--- src/rtl/epu_dma_master.sv ---
// AXI4 read/write copy engine feeding the EPU buffer windows: serialized read-burst/write-burst pairs through a local buffer.
// Optional macro EPU_DMA_PERF_EN adds perf_cycles_o, a saturating count of busy cycles.
module epu_dma_master #(
  parameter int ADDR_W    = 32,
  parameter int DATA_W    = 32,
  parameter int ID_W      = 4,
  parameter int LEN_W     = 4,
  parameter int MAX_BURST = 16,
  parameter int CNT_W     = 20
) (
`ifdef EPU_DMA_PERF_EN
  output logic [31:0]       perf_cycles_o,
`endif
  input  logic              clk,
  input  logic              rst,
  input  logic [ADDR_W-1:0] cfg_src_i,
  input  logic [ADDR_W-1:0] cfg_dst_i,
  input  logic [CNT_W-1:0]  cfg_words_i,
  input  logic              cfg_start_i,
  output logic              busy_o,
  output logic              done_o,
  output logic              err_o,
  output logic [ADDR_W-1:0] araddr_o,
  output logic [LEN_W-1:0]  arlen_o,
  output logic              arvalid_o,
  output logic [ID_W-1:0]   arid_o,
  output logic [2:0]        arsize_o,
  output logic [1:0]        arburst_o,
  input  logic              arready_i,
  input  logic [DATA_W-1:0] rdata_i,
  input  logic [1:0]        rresp_i,
  input  logic              rlast_i,
  input  logic              rvalid_i,
  output logic              rready_o,
  output logic [ADDR_W-1:0] awaddr_o,
  output logic [LEN_W-1:0]  awlen_o,
  output logic              awvalid_o,
  output logic [ID_W-1:0]   awid_o,
  output logic [2:0]        awsize_o,
  output logic [1:0]        awburst_o,
  input  logic              awready_i,
  output logic [DATA_W-1:0] wdata_o,
  output logic [3:0]        wstrb_o,
  output logic              wlast_o,
  output logic              wvalid_o,
  input  logic              wready_i,
  input  logic [1:0]        bresp_i,
  input  logic              bvalid_i,
  output logic              bready_o
);

  localparam int BL_W = $clog2(MAX_BURST) + 1;
  localparam logic [BL_W-1:0] BL_ONE = BL_W'(1);

  typedef enum logic [2:0] {S_IDLE, S_AR, S_R, S_AW, S_W, S_B, S_DONE} state_e;

  state_e            state_q, state_d;
  logic [ADDR_W-1:0] src_q, src_d, dst_q, dst_d;
  logic [CNT_W-1:0]  rem_q, rem_d;
  logic [BL_W-1:0]   blen_q, blen_d, rcnt_q, rcnt_d, wcnt_q, wcnt_d;
  logic              err_q, err_d, done_q;
  logic              buf_we_s;
  logic [DATA_W-1:0] buf_q [MAX_BURST];
  logic              unused_ok;

  // Burst length: limited by remaining words, buffer depth and both 4 KB page ends.
  function automatic logic [BL_W-1:0] calc_blen(input logic [9:0] s_w, input logic [9:0] d_w,
                                                input logic [CNT_W-1:0] r);
    logic [CNT_W-1:0] n;
    logic [CNT_W-1:0] s4k;
    logic [CNT_W-1:0] d4k;
    s4k = CNT_W'(11'd1024 - {1'b0, s_w});
    d4k = CNT_W'(11'd1024 - {1'b0, d_w});
    n   = (r > CNT_W'(MAX_BURST)) ? CNT_W'(MAX_BURST) : r;
    n   = (s4k < n) ? s4k : n;
    n   = (d4k < n) ? d4k : n;
    return BL_W'(n);
  endfunction

  always_comb begin
    state_d  = state_q;
    src_d    = src_q;
    dst_d    = dst_q;
    rem_d    = rem_q;
    blen_d   = blen_q;
    rcnt_d   = rcnt_q;
    wcnt_d   = wcnt_q;
    err_d    = err_q;
    buf_we_s = 1'b0;
    case (state_q)
      S_IDLE: begin
        if (cfg_start_i) begin
          src_d  = {cfg_src_i[ADDR_W-1:2], 2'b00};
          dst_d  = {cfg_dst_i[ADDR_W-1:2], 2'b00};
          rem_d  = cfg_words_i;
          err_d  = 1'b0;
          blen_d = calc_blen(src_d[11:2], dst_d[11:2], rem_d);
          state_d = (cfg_words_i == CNT_W'(0)) ? S_DONE : S_AR;
        end
      end
      S_AR: begin
        rcnt_d = BL_W'(0);
        if (arready_i) state_d = S_R;
      end
      S_R: begin
        if (rvalid_i) begin
          buf_we_s = 1'b1;
          rcnt_d   = rcnt_q + BL_ONE;
          if (rresp_i != 2'b00) err_d = 1'b1;
          // Error bursts are still drained on R but never written out.
          if (rlast_i || (rcnt_q == blen_q - BL_ONE)) state_d = err_d ? S_DONE : S_AW;
        end
      end
      S_AW: begin
        wcnt_d = BL_W'(0);
        if (awready_i) state_d = S_W;
      end
      S_W: begin
        if (wready_i) begin
          wcnt_d = wcnt_q + BL_ONE;
          if (wcnt_q == blen_q - BL_ONE) state_d = S_B;
        end
      end
      S_B: begin
        if (bvalid_i) begin
          src_d = src_q + ADDR_W'({blen_q, 2'b00});
          dst_d = dst_q + ADDR_W'({blen_q, 2'b00});
          rem_d = rem_q - CNT_W'(blen_q);
          if (bresp_i != 2'b00) begin
            err_d   = 1'b1;
            state_d = S_DONE;
          end else if (rem_d == CNT_W'(0)) begin
            state_d = S_DONE;
          end else begin
            blen_d  = calc_blen(src_d[11:2], dst_d[11:2], rem_d);
            state_d = S_AR;
          end
        end
      end
      S_DONE:  state_d = S_IDLE;
      default: state_d = S_IDLE;
    endcase
  end

  always_ff @(posedge clk) begin
    if (rst) begin
      state_q <= S_IDLE;
      src_q   <= '0;
      dst_q   <= '0;
      rem_q   <= '0;
      blen_q  <= '0;
      rcnt_q  <= '0;
      wcnt_q  <= '0;
      err_q   <= 1'b0;
      done_q  <= 1'b0;
    end else begin
      state_q <= state_d;
      src_q   <= src_d;
      dst_q   <= dst_d;
      rem_q   <= rem_d;
      blen_q  <= blen_d;
      rcnt_q  <= rcnt_d;
      wcnt_q  <= wcnt_d;
      err_q   <= err_d;
      done_q  <= (state_q == S_DONE);
    end
  end

  always_ff @(posedge clk) begin
    if (buf_we_s) buf_q[rcnt_q[LEN_W-1:0]] <= rdata_i;
  end

`ifdef EPU_DMA_PERF_EN
  logic [31:0] perf_q;

  always_ff @(posedge clk) begin
    if (rst) begin
      perf_q <= 32'd0;
    end else if ((state_q == S_IDLE) && cfg_start_i) begin
      perf_q <= 32'd0;
    end else if (busy_o && (perf_q != 32'hFFFF_FFFF)) begin
      perf_q <= perf_q + 32'd1;
    end
  end

  assign perf_cycles_o = perf_q;
`endif

  // Bits [1:0] of the configured addresses are forced to zero.
  assign unused_ok = ^{cfg_src_i[1:0], cfg_dst_i[1:0]};

  // busy covers the DONE state, so it falls in the same cycle done_o pulses.
  assign busy_o    = (state_q != S_IDLE);
  assign done_o    = done_q;
  assign err_o     = err_q;
  assign araddr_o  = src_q;
  assign arlen_o   = LEN_W'(blen_q - BL_ONE);
  assign arvalid_o = (state_q == S_AR);
  assign arid_o    = '0;
  assign arsize_o  = 3'b010;
  assign arburst_o = 2'b01;
  assign rready_o  = (state_q == S_R);
  assign awaddr_o  = dst_q;
  assign awlen_o   = LEN_W'(blen_q - BL_ONE);
  assign awvalid_o = (state_q == S_AW);
  assign awid_o    = '0;
  assign awsize_o  = 3'b010;
  assign awburst_o = 2'b01;
  assign wdata_o   = buf_q[wcnt_q[LEN_W-1:0]];
  assign wstrb_o   = 4'hF;
  assign wlast_o   = (state_q == S_W) && (wcnt_q == blen_q - BL_ONE);
  assign wvalid_o  = (state_q == S_W);
  assign bready_o  = (state_q == S_B);

endmodule

--- config.mk ---
export PLATFORM = sky130hd
export DESIGN_NAME = epu_dma_master
export DESIGN_NICKNAME = d
export VERILOG_FILES = /design/src/rtl/epu_dma_master.sv
export SDC_FILE = /design/constraint.sdc
export NUM_CORES = 1
export LEC_CHECK = 0
export BUFFER_PORTS_ARGS = -buffer_cell sky130_fd_sc_hd__buf_4
export CORE_MARGIN = 2
export CORE_UTILIZATION = 54
export CTS_CLUSTER_SIZE = 8
export DETAILED_ROUTE_END_ITERATION = 16
export HOLD_SLACK_MARGIN = 0.08
export PLACE_DENSITY = 0.78
export SETUP_SLACK_MARGIN = 0.2
export SKIP_LAST_GASP = 1
export SLEW_MARGIN = 5
export SYNTH_ARGS = -nofsm -noshare
export SYNTH_HDL_FRONTEND = slang
export SYNTH_SLANG_ARGS = --single-unit
--- constraint.sdc ---
create_clock -name clk -period 5.6 [get_ports clk]
set_clock_uncertainty 0.15 [all_clocks]
set_input_delay 0.28 -clock clk [delete_from_list [all_inputs] [get_ports clk]]
set_output_delay 0.28 -clock clk [all_outputs]
set_load 0.02 [all_outputs]
==> impl_metrics.tcl, run 1 <==
set metrics [dict create \
    leakage_nw 12.38 \
    hold_viol 0 \
    num_rows 83 \
    clock-root-buffer "clkbuf_16" \
    timing.final.max_slew_violations 0 \
    worstPathRequired_ns 5.95 \
    period_needed_ns 5.903 \
    slowest_delay_ns 0.41 \
    endpoint_kind "register" \
    path_delay_family "compound AO/OA/AOI/OAI gates" \
    finalCritPeriodShare_pct 105.4 \
    slew_headroom_pct 23.33 \
    ys_ff_latch 616 \
    ys_warn_count 0 \
    gr-total-overflow 0 \
    dieWidth_um 232.5 \
    hpwl_um 47210 \
    initial_core_util_pct 54.75 \
    drive_gt1_share_pct 28.50 \
    ioPinCount 264 \
    drt_iter0_drc 2291 \
    synthTopCellsByArea "edfxtp_1 (55%), mux4_2 (13%), dfxtp_1 (7.4%)" \
    syn-cell-area_um2 28200 \
    fin_ws_ns -0.3034 \
    critPathMaxFanout 5 \
    core_area_um2 51510 \
    wl_per_cell_um 26.66 \
    cts.clk_slew.worst_paths_ns 0.06 \
    ys_types 79 \
    vias 20241 \
    cp.arrival_ns 6.26 \
    antenna_found_initial 3 \
    synth_area_per_cell_um2 14.33 \
    syn2layout_area_growth_pct 25.53 \
    powerDensity_nw_per_um2 522.2 \
    placedCellCount 2884 \
    critPathKind "reg -> reg" \
    globalplace.congestion 0.9154 \
    status "finished, violations left" \
    grt_pass1_vias 21050 \
    worst_slew_pin_slew_ns 1.144 \
    portBuffers 233 \
    drc_errors 0 \
    synth_commonest_cells "edfxtp_1 (512), nand2_1 (161), mux4_2 (160)" \
    grt_setup_unrepaired "true" \
    grt_usage_pct 31.18 \
    dieArea_um2 54070 \
    htreeDepth 3 \
    synth_cells 1968 \
    nets 2627 \
    synth_top_area_share_pct 54.51 \
    vdd_drop_max_mv 0.5952 \
    start_kind "register" \
    async_flop_share_pct 0 \
    synth_ff_type "edfxtp_1" \
    clock_latency_ns 0.63 \
    drt-vias-per-instance 6.444 \
    hold_depth 4 \
    ant_nets 0 \
    grt_pass1_wl_um 126000 \
    cts_sinks 616 \
    post-synth-top-count-cell "edfxtp_1" \
    hold_class "in -> reg" \
    synth-edff-count 512 \
    crit_buf_inv 4 \
    grt_start_max_net_pins 82 \
    ff2ff_path_depth 29 \
    clock_path_buffers 3 \
    dr.pass1.iters 6 \
    setup_violations 5 \
    violations "setup timing" \
    synth_top_area_cell "edfxtp_1" \
    cts_tree "built" \
    wirelength_um 83740 \
    cap_violations 0 \
    slowest_stage "fa_2" \
    fillers 3296 \
    cts_made_buffers 87 \
    fin_cells 3141 \
    synth_seq_area_share_pct 61.90 \
    dpl_worst_slack_ns -0.2292 \
    die_h_um 232.5 \
    fin_setup_tns_ns -1.108 \
    worstSetupPathDepth 29 \
    fmax_mhz 169.4 \
]
## flip-flops by register name, indices dropped and copies added, names as in the netlist, 3 cells and up, named ones only
register,cells
araddr_o,30
buf_q,512
awaddr_o,30
wcnt_q,5
state_q,3
blen_q,5
rem_q,20
rcnt_q,5
## area by class of cell
| cell class | count | area [µm²] | share of cell area (%) |
|---|---|---|---|
| Multi-Input combinational cell | 1208 | 10570 | 29.86 |
| Clock inverter | 6 | 121.4 | 0.3428 |
| Timing Repair Buffer | 471 | 3887 | 10.98 |
| Clock buffer | 113 | 2327 | 6.573 |
| Antenna cell | 1 | 2.502 | 0.007068 |
| Tap cell | 680 | 850.8 | 2.403 |
| Sequential cell | 616 | 17470 | 49.35 |
| Inverter | 46 | 172.7 | 0.4877 |
## per-stage QoR
step / total power (W) / hold slack, ns / util, % / cell area [µm²]
CTS: 0.01795 / 0.1060 / 68.45 / 35260
finish: 0.01849 / 0.1180 / 68.73 / 35400
floorplan: 0.01002 / 0.2289 / - / 28450
detailed placement: 0.01242 / 0.3103 / 60.82 / 31330
global route: 0.01927 / 0.1818 / 68.73 / 35400
global placement: 0.01215 / 0.2937 / 60.82 / 31330
## cell families after synthesis
group | share of synthesized area [%]
buffers and inverters | 2.848
other | 0.02663
AOI/OAI and AO/OA | 8.376
DFF | 61.90
and+or+nand+nor | 8.540
adders and majority gates | 3.097
muxes | 12.89
xor gates and xnor gates | 2.329
## placed cells by master (no fill, tap or decap), types with 57 or more instances in the layout
cell,netlist,final
edfxtp_1,512,512
buf_4,30,342
mux4_2,160,160
nand2_1,161,150
nor2_1,139,124
dlygate4sd3_1,0,123
dfxtp_1,104,97
clkbuf_16,0,89
a21oi_1,86,80
o21ai_0,74,69
ha_1,65,57
## worst min-delay path, stage by stage
cell,delay (ns)
buf_4,0.08
nor2_1,0.11
a311oi_1,0.28
a211oi_1,0.07
## report_power, final
part / switching, W / internal [W]
sequential: 0.000419 / 0.00528
combinational: 0.00439 / 0.00353
clock: 0.00198 / 0.00288
## what timing repair did
action,CTS,global route
hold buffers,123,0
hold endpoints to repair,606,0
pin swaps,23,20
buffers inserted,7,7
endpoints found under the setup margin,5,5
resized for setup,37,23
## metal layers
layer	global-route usage (%)	wire (µm)
met1	36.93	29580
met2	54.98	42730
met3	6.630	7450
met4	13.38	3961
met5	0	21
## final timing paths
path                                  from                  endpoint  slack, ns
hold reg to reg   araddr_o[4]$_SDFFE_PP0P_  araddr_o[4]$_SDFFE_PP0P_       0.34
setup reg to reg     rem_q[0]$_SDFFE_PP0P_    blen_q[4]$_SDFFE_PP0P_      -0.30
setup / recovery     rem_q[0]$_SDFFE_PP0P_    blen_q[4]$_SDFFE_PP0P_      -0.30
hold / removal                  bresp_i[0]   state_q[0]$_SDFFE_PP0P_       0.12
(Power assumes the default switching activity.)
==> run 2: changes to the inputs <==
Settings changed: PLACE_DENSITY 0.78 to 0.8.
==> impl_metrics.tcl, run 2 (same netlist as run 1, synthesis figures left out) <==
set metrics [dict create \
    largest_register_ffs 512 \
    cp.arrival_ns 6.14 \
    syn2layout_area_growth_pct 25.86 \
    status "finished, violations left" \
    final_core_util_pct 68.91 \
    grt_setup_unrepaired "true" \
    final_cell_mix "edfxtp_1 (512), buf_4 (343), mux4_2 (160)" \
    hold_ws_ns 0.1639 \
    critPathMaxFanout 5 \
    worstPathRequired_ns 5.95 \
    ant_nets 0 \
    worst_slew_pin_slew_ns 1.181 \
    finalCritPeriodShare_pct 103.4 \
    critPathKind "reg -> reg" \
    p_switching_w 0.006762 \
    violations "setup timing" \
    grt_start_max_net_pins 82 \
    globalplace.congestion 0.9105 \
    gr-total-overflow 0 \
    path_common_cell "nand2_2" \
    wirelength_um 85160 \
    antenna_found_initial 4 \
    start_kind "register" \
    drt_iter0_drc 2292 \
    vias 20070 \
    internal_power_w 0.01187 \
    clock-root-buffer "clkbuf_16" \
    fmax_mhz 172.8 \
    endpoint_kind "register" \
    ioPinCount 264 \
    fin_ws_ns -0.1886 \
    grt_pass1_vias 20540 \
    p_seq_share_pct 30.6 \
    clock_power_share_pct 26.7 \
    grt_usage_pct 31.68 \
    hpwl_um 48020 \
    portBuffers 233 \
    dieWidth_um 232.5 \
    clock_path_buffers 3 \
    htreeDepth 3 \
    core_area_um2 51510 \
    dr.pass1.iters 5 \
    clock_latency_ns 0.63 \
    switching_share_pct 36.29 \
    drt-vias-per-instance 6.375 \
    dieArea_um2 54070 \
    cts_tree "built" \
    vdd_drop_max_mv 0.4958 \
    num_rows 83 \
    leakage_nw 12.38 \
    placedCellCount 2883 \
    slew_headroom_pct 21.05 \
    combPwrFrac_pct 42.8 \
    timing.final.max_slew_violations 0 \
    die_h_um 232.5 \
    initial_core_util_pct 54.75 \
    cts_made_buffers 87 \
    drive_gt1_share_pct 28.71 \
    cts_sinks 616 \
    powerDensity_nw_per_um2 524.9 \
    cap_violations 0 \
    slowest_stage "or4_4" \
    hold_viol 0 \
    nets 2625 \
    grt_pass1_wl_um 126600 \
    drc_errors 0 \
    hold_class "in -> reg" \
    setup_violations 5 \
    fillers 3309 \
    cts.clk_slew.worst_paths_ns 0.06 \
    slowest_delay_ns 0.47 \
    fin_cells 3148 \
    wl_per_cell_um 27.05 \
    mostFrequentLayoutCell "edfxtp_1" \
    period_needed_ns 5.789 \
    dpl_worst_slack_ns -0.2296 \
]
-- run 2: cell types whose count changed in the layout (fill, tap and decap cells not counted), moves of 3 or more --
cell,delta
buf_12,+3
dlygate4sd3_1,-6
nand2_4,-3
clkbuf_1,+7
ha_1,-4
nand2_2,+5
-- run 2: path summary, 6_finish.rpt --
path	from	to	slack [ns]	cells past startpoint
max	blen_q[4]$_SDFFE_PP0P_	blen_q[1]$_SDFFE_PP0P_	-0.19	31
min	bresp_i[0]	err_o$_SDFFE_PP0P_	0.16	5
min reg2reg	rem_q[0]$_SDFFE_PP0P_	rem_q[0]$_SDFFE_PP0P_	0.33	2
max reg2reg	blen_q[4]$_SDFFE_PP0P_	blen_q[1]$_SDFFE_PP0P_	-0.19	31
-- run 2: layout make-up --
| class | count | area, µm² | area share, % |
|---|---|---|---|
| repair buffers | 469 | 3908 | 11.01 |
| clock buffers | 121 | 2367 | 6.669 |
| well taps | 680 | 850.8 | 2.397 |
| multi-input cells | 1208 | 10580 | 29.80 |
| flip-flops and latches | 616 | 17470 | 49.21 |
| clock inverters | 6 | 146.4 | 0.4124 |
| inverters | 46 | 172.7 | 0.4864 |
| diodes | 2 | 5.005 | 0.01410 |
-- run 2: what timing repair did --
action / in CTS / in global routing
cloned: 1 / 0
pin swaps: 27 / 21
setup buffers: 13 / 5
hold buffers: 117 / 0
hold endpoints to repair: 602 / 0
gates resized for setup: 37 / 19
setup endpoints to repair: 5 / 5
-- run 2: critical path: cells and delay by family (launching register included) --
kind / cells / cell delay (ns)
buffers and inverters: 6 / 0.69
AOI/OAI and AO/OA: 9 / 1.66
xor gates and xnor gates: 1 / 0.24
and+or+nand+nor: 12 / 1.99
DFF: 1 / 0.33
adders and majority gates: 3 / 0.58
-- run 2: per-layer routing --
metal | up-vias | global-route usage, % | part of all wire, %
met4 | 2 | 14.09 | 4.8
li1 | 8569 | - | -
met2 | 1316 | 54.47 | 51
met3 | 250 | 7.169 | 9.1
met1 | 9933 | 38.26 | 35
met5 | - | 0 | 0.0094
-- run 2: metrics by stage --
stage	TNS, ns	cell area, µm²	total power, W
after floorplan	-0.1885	28450	0.01002
after global placement	-0.1457	31340	0.01215
final	-0.6720	35500	0.01863
after global routing	-1.900	35500	0.01941
after detailed placement	-0.9058	31340	0.01236
after CTS	-0.1687	35360	0.01818
-- run 2: power groups by stage --
stage / combinational [W] / clock, W / sequential (W)
after floorplan: 0.00417 / 0 / 0.00585
after global placement: 0.00643 / 0 / 0.00572
after detailed placement: 0.00662 / 0 / 0.00574
after CTS: 0.00752 / 0.00500 / 0.00567
after global routing: 0.00853 / 0.00515 / 0.00573
final: 0.00797 / 0.00497 / 0.00569
==> run 3: changes to the inputs <==
Settings changed: CTS_BUF_LIST set to sky130_fd_sc_hd__clkbuf_16.
==> impl_metrics.tcl, run 3 (same netlist as run 1, synthesis figures left out) <==
set metrics [dict create \
    status "finished, violations left" \
    violations "setup timing" \
    largest_register_ffs 512 \
    ant_nets 0 \
    ioPinCount 264 \
    grt_usage_pct 31.67 \
    final_cell_area_um2 35480 \
    grt_setup_unrepaired "true" \
    fin_cells 3149 \
    critPathKind "reg -> reg" \
    nets 2625 \
    dr_wl_met2_um 43510 \
    routed.top_layer "met5" \
    finalCritPeriodShare_pct 103.5 \
    cts_sinks 616 \
    globalplace.congestion 0.9105 \
    drc_errors 0 \
    portBuffers 233 \
    slew_headroom_pct 19.59 \
    mostFrequentLayoutCell "edfxtp_1" \
    worst_slew_pin_slew_ns 1.203 \
    hold_class "in -> reg" \
    drive_gt1_share_pct 28.63 \
    timing.final.max_slew_violations 0 \
    cts_made_buffers 87 \
    slowest_stage "or4_4" \
    grt_pass1_wl_um 126500 \
    dieWidth_um 232.5 \
    vdd_drop_max_mv 0.4972 \
    initial_core_util_pct 54.75 \
    fin_ws_ns -0.1936 \
    period_needed_ns 5.794 \
    dr.pass1.iters 6 \
    fin_setup_tns_ns -0.6724 \
    num_rows 83 \
    drt_iter0_drc 2287 \
    dieArea_um2 54070 \
    vias 20032 \
    clock_path_buffers 3 \
    clock-root-buffer "clkbuf_16" \
    placedCellCount 2883 \
    htreeDepth 3 \
    hold_start "arready_i" \
    start_kind "register" \
    wirelength_um 85230 \
    fmax_mhz 172.6 \
    hold_viol 0 \
    cts_tree "built" \
    cp.arrival_ns 6.14 \
    wl_met1_um 29800 \
    leakage_nw 12.49 \
    endpoint_kind "register" \
    grt_start_max_net_pins 82 \
    postPlaceCellArea_um2 31340 \
    hpwl_um 48020 \
    clock_latency_ns 0.63 \
    drt-vias-per-instance 6.361 \
    final_cell_mix "edfxtp_1 (512), buf_4 (343), mux4_2 (160)" \
    core_area_um2 51510 \
    grt_pass1_vias 20527 \
    die_h_um 232.5 \
    wl_per_cell_um 27.07 \
    antenna_found_initial 4 \
    critPathMaxFanout 5 \
    worstPathRequired_ns 5.95 \
    powerDensity_nw_per_um2 522.9 \
    dr_wl_met3_um 8070 \
    syn2layout_area_growth_pct 25.80 \
    path_common_cell "nand2_2" \
    setup_violations 5 \
    cts.clk_slew.worst_paths_ns 0.06 \
    cap_violations 0 \
    p_total_w 0.01855 \
    reg2reg_from "blen_q[4]$_SDFFE_PP0P_" \
    crit_start "blen_q[4]$_SDFFE_PP0P_" \
    slowest_delay_ns 0.47 \
    gr-total-overflow 0 \
]
run 3: cell count changes in the layout (fill, tap and decap cells not counted):
| cell | delta |
|---|---|
| clkbuf_8 | -2 |
| clkbuf_1 | -30 |
| clkinv_1 | +2 |
| diode_2 | +1 |
| inv_1 | +30 |
run 3: report_power, final:
part	internal, W	leakage, nW	switching, W
Combinational	0.00362	5.70	0.00435
Sequential	0.00528	5.46	0.000411
Clock	0.00288	1.32	0.00200
Total	0.0118	12.5	0.00677
run 3: final timing paths:
kind | slack, ns | to | depth (start not counted)
hold / removal | 0.16 | state_q[1]$_SDFFE_PP0P_ | 4
setup reg to reg | -0.19 | blen_q[1]$_SDFFE_PP0P_ | 31
hold reg to reg | 0.33 | rem_q[0]$_SDFFE_PP0P_ | 2
setup / recovery | -0.19 | blen_q[1]$_SDFFE_PP0P_ | 31
run 3: critical path: cells and delay by family (launching register included):
family	cells	cell delay, ns
simple gates	12	2.00
buf+inv	6	0.69
compound gates	9	1.68
flops	1	0.33
xor+xnor	1	0.24
fa+ha+maj	3	0.58
run 3: timing repair:
| action | in CTS | in global routing |
|---|---|---|
| endpoints found under the hold margin | 602 | 0 |
| pin swaps | 27 | 21 |
| setup endpoints to repair | 5 | 5 |
| cloned | 1 | 0 |
| buffers inserted | 13 | 5 |
| resized for setup | 37 | 19 |
| hold buffers | 117 | 0 |
run 3: per-layer routing:
metal,vias up,track usage (%)
met3,226,7.157
met4,2,14.05
li1,8565,-
met5,-,0
met1,9998,38.24
met2,1241,54.51
run 3: stage by stage:
step | hold WS (ns) | util, % | setup WS, ns
2_1_floorplan | 0.2289 | - | -0.1037
3_3_place_gp | 0.2935 | 60.85 | -0.08936
3_5_place_dp | 0.3156 | 60.85 | -0.2296
4_1_cts | 0.1245 | 68.61 | -0.09455
5_1_grt | 0.1725 | 68.87 | -0.4177
6_report | 0.1608 | 68.88 | -0.1936
run 3: final cells by class:
cell class / count / area, µm²
multi-input combinational: 1208 / 10580
timing repair buffer: 469 / 3908
clock buffer: 89 / 2227
inverter: 46 / 172.7
sequential: 616 / 17470
clock inverter: 38 / 266.5
tap: 680 / 850.8
antenna: 3 / 7.507
fill: 3315 / 16030
